### config.mk
export PLATFORM = sky130hd
export DESIGN_NAME = cdac_rb_rx
export DESIGN_NICKNAME = d
export VERILOG_FILES = /design/src/rtl/cdac_pkg.sv /design/src/rtl/cdac_sync_edge.sv /design/src/rtl/cdac_rb_rx.sv
export SDC_FILE = /design/constraint.sdc
export NUM_CORES = 1
export LEC_CHECK = 0
export BUFFER_PORTS_ARGS = -buffer_cell sky130_fd_sc_hd__buf_2
export CORE_MARGIN = 2
export CORE_UTILIZATION = 34
export DETAILED_ROUTE_END_ITERATION = 10
export PLACE_DENSITY = 0.55
export SLEW_MARGIN = 20
export SYNTH_ARGS = -nofsm -noshare
export SYNTH_HDL_FRONTEND = slang
export SYNTH_HIERARCHICAL = 1
export SYNTH_SLANG_ARGS = --single-unit
### constraint.sdc
create_clock -name CLK40 -period 3.57 [get_ports CLK40]
set_input_delay 0.714 -clock CLK40 [delete_from_list [all_inputs] [get_ports CLK40]]
set_output_delay 0.714 -clock CLK40 [all_outputs]
set_load 0.02 [all_outputs]
### src/rtl/cdac_pkg.sv
// Shared types and frame-format constants for the DAC readback receiver.
package cdac_pkg;

  typedef enum logic [1:0] {
    IDLE  = 2'd0,
    SHIFT = 2'd1,
    CHECK = 2'd2
  } cdac_state_e;

  localparam int CDAC_FRAME_BITS = 16;
  localparam int CDAC_DATA_MSB   = 12;
  localparam int CDAC_DATA_LSB   = 1;
  localparam int CDAC_PAD_BITS   = 3;
  localparam int CDAC_DATA_W     = CDAC_DATA_MSB - CDAC_DATA_LSB + 1;

endpackage

### src/rtl/cdac_sync_edge.sv
// Three-flop synchronizer with rise/fall strobes for one asynchronous input.
// Stages 0/1 synchronize, stage 2 is the previous synchronized value used for
// edge detection. Optional triplication votes the chain every cycle.
module cdac_sync_edge #(
  parameter logic RST_VAL = 1'b0,
  parameter int   TMR     = 0
) (
  input  logic CLK40,
  input  logic RST,
  input  logic d_i,
  output logic sync_o,
  output logic rise_o,
  output logic fall_o
);

  localparam int NC = (TMR != 0) ? 3 : 1;

  logic [2:0] ch_q [NC];
  logic [2:0] ch_v;

  generate
    if (TMR != 0) begin : g_vote
      assign ch_v = (ch_q[0] & ch_q[1]) | (ch_q[0] & ch_q[2]) | (ch_q[1] & ch_q[2]);
    end else begin : g_single
      assign ch_v = ch_q[0];
    end
  endgenerate

  // Shift the pin into the chain; every copy reloads from the voted value.
  always_ff @(posedge CLK40 or posedge RST) begin
    if (RST) begin
      for (int i = 0; i < NC; i++) ch_q[i] <= {3{RST_VAL}};
    end else begin
      for (int i = 0; i < NC; i++) ch_q[i] <= {ch_v[1:0], d_i};
    end
  end

  assign sync_o = ch_v[1];
  assign rise_o = ch_v[1] & ~ch_v[2];
  assign fall_o = ~ch_v[1] & ch_v[2];

endmodule

### src/rtl/cdac_rb_rx.sv
// Readback receiver for the threshold DAC serial link. Deserializes each
// DAC_ENB-framed 16-bit word, checks pad bits and count, and presents the
// recovered 12-bit threshold with sticky done/error flags and a frame count.
module cdac_rb_rx
  import cdac_pkg::*;
#(
  parameter int TMR = 0
) (
  input  logic                   CLK40,
  input  logic                   RST,
  input  logic                   SCLK,
  input  logic                   SDATA,
  input  logic                   DAC_ENB,
  input  logic                   CLR_RB,
  output logic [CDAC_DATA_W-1:0] RB_DATA,
  output logic                   RB_VALID,
  output logic                   RB_DONE,
  output logic                   FRAME_ERR,
  output logic [7:0]             FRAME_CNT
);

  localparam int NC = (TMR != 0) ? 3 : 1;

  // All protected state lives in one struct so triplication and voting
  // cover every register uniformly.
  typedef struct packed {
    cdac_state_e                state;
    logic [CDAC_FRAME_BITS-1:0] shreg;
    logic [4:0]                 cnt;
    logic [CDAC_DATA_W-1:0]     data;
    logic                       valid;
    logic                       done;
    logic                       err;
    logic [7:0]                 fcnt;
  } rx_st_t;

  rx_st_t st_q [NC];
  rx_st_t v;

  logic sclk_rise, sclk_fall, sclk_s;
  logic enb_rise, enb_fall, enb_s;
  logic sdata_s, sdata_rise, sdata_fall;
  logic frame_good;
  logic sig_unused;

  cdac_sync_edge #(.RST_VAL(1'b0), .TMR(TMR)) u_sync_sclk (
    .CLK40(CLK40), .RST(RST), .d_i(SCLK),
    .sync_o(sclk_s), .rise_o(sclk_rise), .fall_o(sclk_fall)
  );

  // Enable chain resets high so an enable already asserted at reset release
  // does not look like a new frame start.
  cdac_sync_edge #(.RST_VAL(1'b1), .TMR(TMR)) u_sync_enb (
    .CLK40(CLK40), .RST(RST), .d_i(DAC_ENB),
    .sync_o(enb_s), .rise_o(enb_rise), .fall_o(enb_fall)
  );

  cdac_sync_edge #(.RST_VAL(1'b0), .TMR(TMR)) u_sync_sdata (
    .CLK40(CLK40), .RST(RST), .d_i(SDATA),
    .sync_o(sdata_s), .rise_o(sdata_rise), .fall_o(sdata_fall)
  );

  assign sig_unused = &{sclk_s, sclk_fall, enb_s, sdata_rise, sdata_fall};

  generate
    if (TMR != 0) begin : g_vote
      assign v = rx_st_t'((st_q[0] & st_q[1]) | (st_q[0] & st_q[2]) | (st_q[1] & st_q[2]));
    end else begin : g_single
      assign v = st_q[0];
    end
  endgenerate

  assign frame_good = (v.cnt == 5'(CDAC_FRAME_BITS))
                   && (v.shreg[CDAC_FRAME_BITS-1 -: CDAC_PAD_BITS] == '0)
                   && !v.shreg[0];

  // Receiver FSM; each copy is rewritten from the voted state every cycle.
  // Clear is written before the CHECK update so a coincident set wins.
  always_ff @(posedge CLK40 or posedge RST) begin
    if (RST) begin
      for (int i = 0; i < NC; i++) st_q[i] <= '0;
    end else begin
      for (int i = 0; i < NC; i++) begin
        st_q[i]       <= v;
        st_q[i].valid <= 1'b0;
        if (CLR_RB) begin
          st_q[i].done <= 1'b0;
          st_q[i].err  <= 1'b0;
        end
        case (v.state)
          IDLE: begin
            st_q[i].shreg <= '0;
            st_q[i].cnt   <= '0;
            if (enb_rise) st_q[i].state <= SHIFT;
          end
          SHIFT: begin
            // A shift coincident with the enable fall still lands before CHECK.
            if (sclk_rise) begin
              st_q[i].shreg <= {v.shreg[CDAC_FRAME_BITS-2:0], sdata_s};
              if (v.cnt != 5'd31) st_q[i].cnt <= v.cnt + 5'd1;
            end
            if (enb_fall) st_q[i].state <= CHECK;
          end
          CHECK: begin
            st_q[i].state <= IDLE;
            st_q[i].valid <= 1'b1;
            st_q[i].fcnt  <= v.fcnt + 8'd1;
            if (frame_good) begin
              st_q[i].data <= v.shreg[CDAC_DATA_MSB:CDAC_DATA_LSB];
              st_q[i].done <= 1'b1;
            end else begin
              st_q[i].err  <= 1'b1;
            end
          end
          default: st_q[i].state <= IDLE;
        endcase
      end
    end
  end

  assign RB_DATA   = v.data;
  assign RB_VALID  = v.valid;
  assign RB_DONE   = v.done;
  assign FRAME_ERR = v.err;
  assign FRAME_CNT = v.fcnt;

endmodule

Word level (Yosys, flattened, before mapping)
Index checks and enable logic that the tools add are counted.
{"block": "classes", "n_eq_ne": 8, "n_addsub": 2, "n_mux": 10, "reduce_logical": 10, "n_bitwise": 6}
{"cell": "$pmux 21 s2", "count": 1}
{"cell": "$mux 21", "count": 1}
{"cell": "$mux 11", "count": 1}
{"cell": "$add 8x1->8 const B", "count": 1}
{"cell": "$ne 2x2->1 const B", "count": 4}
{"cell": "$mux 2", "count": 3}
{"cell": "$reduce_and 2->1", "count": 3}
{"cell": "$add 5x1->5 const B", "count": 1}
{"cell": "$eq 5x5->1 const B", "count": 1}
{"cell": "$mux 5", "count": 1}
{"cell": "$ne 5x5->1 const B", "count": 1}
{"cell": "$pmux 2 s2", "count": 1}
{"cell": "$and 1x1->1", "count": 3}
{"cell": "$logic_not 3->1", "count": 1}
{"cell": "$not 1->1", "count": 3}
{"cell": "$reduce_and 3->1", "count": 1}
{"cell": "$eq 2x1->1 const B", "count": 1}
{"cell": "$eq 2x2->1 const B", "count": 1}
{"cell": "$logic_and 1x1->1", "count": 2}
{"cell": "$logic_not 2->1", "count": 1}
{"cell": "$mux 1", "count": 2}
{"cell": "$reduce_bool 2->1", "count": 1}
{"cell": "$logic_not 1->1", "count": 1}
{"block": "totals", "ff_bits": 54, "out_inout_bits": 23, "word_cells": 47, "input_bits": 6}

Longest topological paths before layout
{"block": "logic_depth", "depth_word": 5, "mapped_depth": 6, "depth_no_buf": 6}

By module
The synthesis kept the hierarchy.
{"mod": "cdac_rb_rx", "seq_area_each_um2": 1151.1, "area_per_inst_um2": 2232.1, "cells_per_inst": 180, "instances": 1}
{"mod": "cdac_sync_edge at u_sync_sclk ...", "seq_area_each_um2": 75.1, "area_per_inst_um2": 93.8, "cells_per_inst": 6, "instances": 2}
{"mod": "cdac_sync_edge at u_sync_enb", "seq_area_each_um2": 78.8, "area_per_inst_um2": 97.6, "cells_per_inst": 6, "instances": 1}

Worst setup path before layout
OpenSTA, ideal clock, no wires.
{"block": "synth_timing", "kind": "flip-flop to flip-flop", "start": "reg st_q[23] in the netlist's numbering", "end": "reg st_q[27] in the netlist's numbering", "period_less_slack_ns": 1.684, "n_path_buf": 0, "setup_time_ns": 0.122, "path_slack_ns": 1.886, "arrival_time_ns": 1.563, "path_stages_with_launch": 7, "cell_sequence": "dfrtp_1 > ha_1 > and3_1 > ha_1 > nand2b_1 > a21o_1 > a32o_1"}
{"block": "synth_between", "elab_chain_len": 4, "elab_cells_between_ends": 7, "classes_between": "1 x add/sub; 2 x eq/ne; 3 x mux; 1 x reduce/logical"}
{"element": "start: declaration", "line": "cdac_rb_rx.sv:37", "rtl": "rx_st_t st_q [NC];"}
{"element": "start signal: indexed assignment", "line": "cdac_rb_rx.sv:84", "rtl": "st_q[i] <= v;"}
{"element": "$add 5x1->5", "line": "cdac_rb_rx.sv:100", "rtl": "if (v.cnt != 5'd31) st_q[i].cnt <= v.cnt + 5'd1;"}
{"element": "$mux 5", "line": "cdac_rb_rx.sv:100"}
{"element": "$mux 21", "line": "cdac_rb_rx.sv:98", "rtl": "if (sclk_rise) begin"}
{"element": "$pmux 21 s2", "line": "cdac_rb_rx.sv:90", "rtl": "case (v.state)"}
Several ways; a longest one is shown, not always the timed one. The select of a mux whose other input is x is not followed.
A chain may end at the register's enable or synchronous reset.

Worst setup path after layout
{"block": "layout_timing", "start": "reg st_q[44] in the netlist's numbering", "end": "reg st_q, in the netlist RB_DATA[2]"}
{"block": "layout_between", "elab_chain_len": 2}
{"element": "$eq 2x2->1", "line": "cdac_rb_rx.sv:90"}
{"element": "$reduce_and 2->1 (no source line)"}
No other way between the ends.

==> out/qor.yml <==
post-cts-setup-buffers: 0
fmax_mhz: 478
slew_headroom_pct: 38.7
port_buffers: 28
setup_viol_count_final: 0
hold_viol: 0
drcViolationCount: 0
drive_gt1_share_pct: 28.6
grt_max_degree: 27
cts_resized: 0
areaGrowthSynthToFinish_pct: 6.94
rows: 31
synth_cells: 194
htree_levels: 2
drv_cap: 0
grt_antenna_before_repair: 0
nFillCells: 740
routedWlPerCell_um: 13.7
viasPerCell: 4.77
clk_path_buf_depth: 2
cts_buffers: 5
status: "completed"
die_x_um: 89.2
hold_path.class: "in -> async"
dp.cells: 294
drt-total-wl_um: 4120
crit_fanout: 22
firstDrtPassIters: 4
num_antenna_cells: 0
initial_core_util_pct: 34.6
period_needed_ns: 2.09
rsz0062_at_grt: "false"
final_antenna_net_count: 0
crit_arrival_ns: 2.31
worstSkewPairLatency_ns: 0.32
grt_pass1_wl_um: 6730
startpoint_type: "flop"
clk_pin_slew_worst_paths_ns: 0.11
dieHeight_um: 89.2
num_io_pins: 29
post-route-period-util_pct: 58.6
grt_pass1_vias: 1342
skew_ns: 0.0137
track_usage_pct: 11.1
regArea_um2: 1360
finalSetupTns_ns: 0
drt_iter0_markers: 65
crit_type: "reg -> reg"
die_area_um2: 7960
numClockSinks: 54
dp_hpwl_um: 2700
fin_nets: 212
avgSynthCellArea_um2: 12.7
pwr_density_cell_nw_per_um2: 459
instances_no_fill: 302
coreArea_um2: 7140
vias: 1442
gr-total-overflow: 0
cts_tree: "yes"
hold_buffers: 0
end_kind: "flop"
netlist_area_um2: 2470
p_leak_nw: 1.33
yosysWarnings: 6
fin_util_pct: 37.0
finalWeightedCongestion: 0.720
cts_root_buf: "clkbuf_8"
syn_nets: 204
tightestPinTransition_ns: 0.917
required_ns: 3.79
multi_input_area_um2: 876
ir_drop_mv: 0.191
finalMaxSlewViolations: 0
metal layers:
| layer | routed length, µm | up-vias | track usage [%] |
|---|---|---|---|
| met3 | 129 | 5 | 3.32 |
| met2 | 1870 | 18 | 16.0 |
| li1 | - | 690 | - |
| met5 | 0 | - | 0 |
| met4 | 58 | 0 | 3.66 |
| met1 | 2070 | 729 | 15.9 |
worst max-delay path, cell delays in order, from the launching register on:
cell and delay (ns):
dfrtp_1 0.67, and2b_1 0.50, nand3_2 0.40, mux2_4 0.42
power breakdown:
| part | switching [mW] | total (mW) | internal (mW) |
|---|---|---|---|
| sequential | 0.0545 | 0.699 | 0.645 |
| combinational | 0.0955 | 0.157 | 0.0611 |
| clock | 0.215 | 0.356 | 0.141 |
flip-flops by register name, summed over array words and instances (netlist names):
register / cells
FRAME_ERR: 1
u_sync_sclk/ch_q: 3
u_sync_enb/ch_q: 3
RB_DONE: 1
RB_VALID: 1
FRAME_CNT: 8
u_sync_sdata/ch_q: 2
RB_DATA: 12
st_q: 23
cells in the final DEF (no fill, tap or decap), types with 2 or more instances in the layout:
cell        instances
xnor2_1             6
ha_1                4
nand2_1             7
clkbuf_8            5
mux2_2              4
a22o_1             27
dfstp_2             3
nor2_1              3
nor2b_1             5
nand2b_1            2
a32o_1              4
buf_2              28
inv_1               9
a21o_1              2
o21ai_0             4
dfrtp_1            51
nand4_1             4
mux2_4              9
clkinvlp_4          2
buf_4               2
and3_1              2
a21oi_1             3
through the flow:
stage	instance area [µm²]	worst slack (ns)	total power, mW	hold WS [ns]
6_report	2640	1.48	1.21	0.269
3_3_place_gp	2550	1.47	0.869	0.332
2_1_floorplan	2470	1.77	0.841	0.331
5_1_grt	2640	1.31	1.28	0.259
4_1_cts	2640	1.44	1.23	0.263
3_5_place_dp	2550	1.44	0.872	0.336
final cells by class:
| type | count | area share (%) |
|---|---|---|
| clock buffer | 5 | 2.61 |
| clock inverter | 3 | 0.900 |
| inverter | 10 | 1.42 |
| multi-input combinational | 101 | 33.2 |
| sequential | 54 | 51.3 |
| tap | 99 | 4.69 |
| timing repair buffer | 30 | 5.88 |
path summary, 6_finish.rpt:
| check | startpoint | end | slack, ns | cells after the start |
|---|---|---|---|---|
| max | st_q[44] | RB_DATA[2] | 1.48 | 3 |
| min | RST | u_sync_sdata/ch_q[0] | 0.27 | 2 |
| max reg2reg | st_q[44] | RB_DATA[2] | 1.48 | 3 |
| min reg2reg | u_sync_sdata/ch_q[0] | u_sync_sdata/ch_q[1] | 0.36 | 0 |
| max in group asynchronous | RST | st_q[38] | 2.34 | 3 |
| min in group CLK40 | u_sync_sdata/ch_q[0] | u_sync_sdata/ch_q[1] | 0.36 | 0 |
Power figures use the tool's default switching activity.
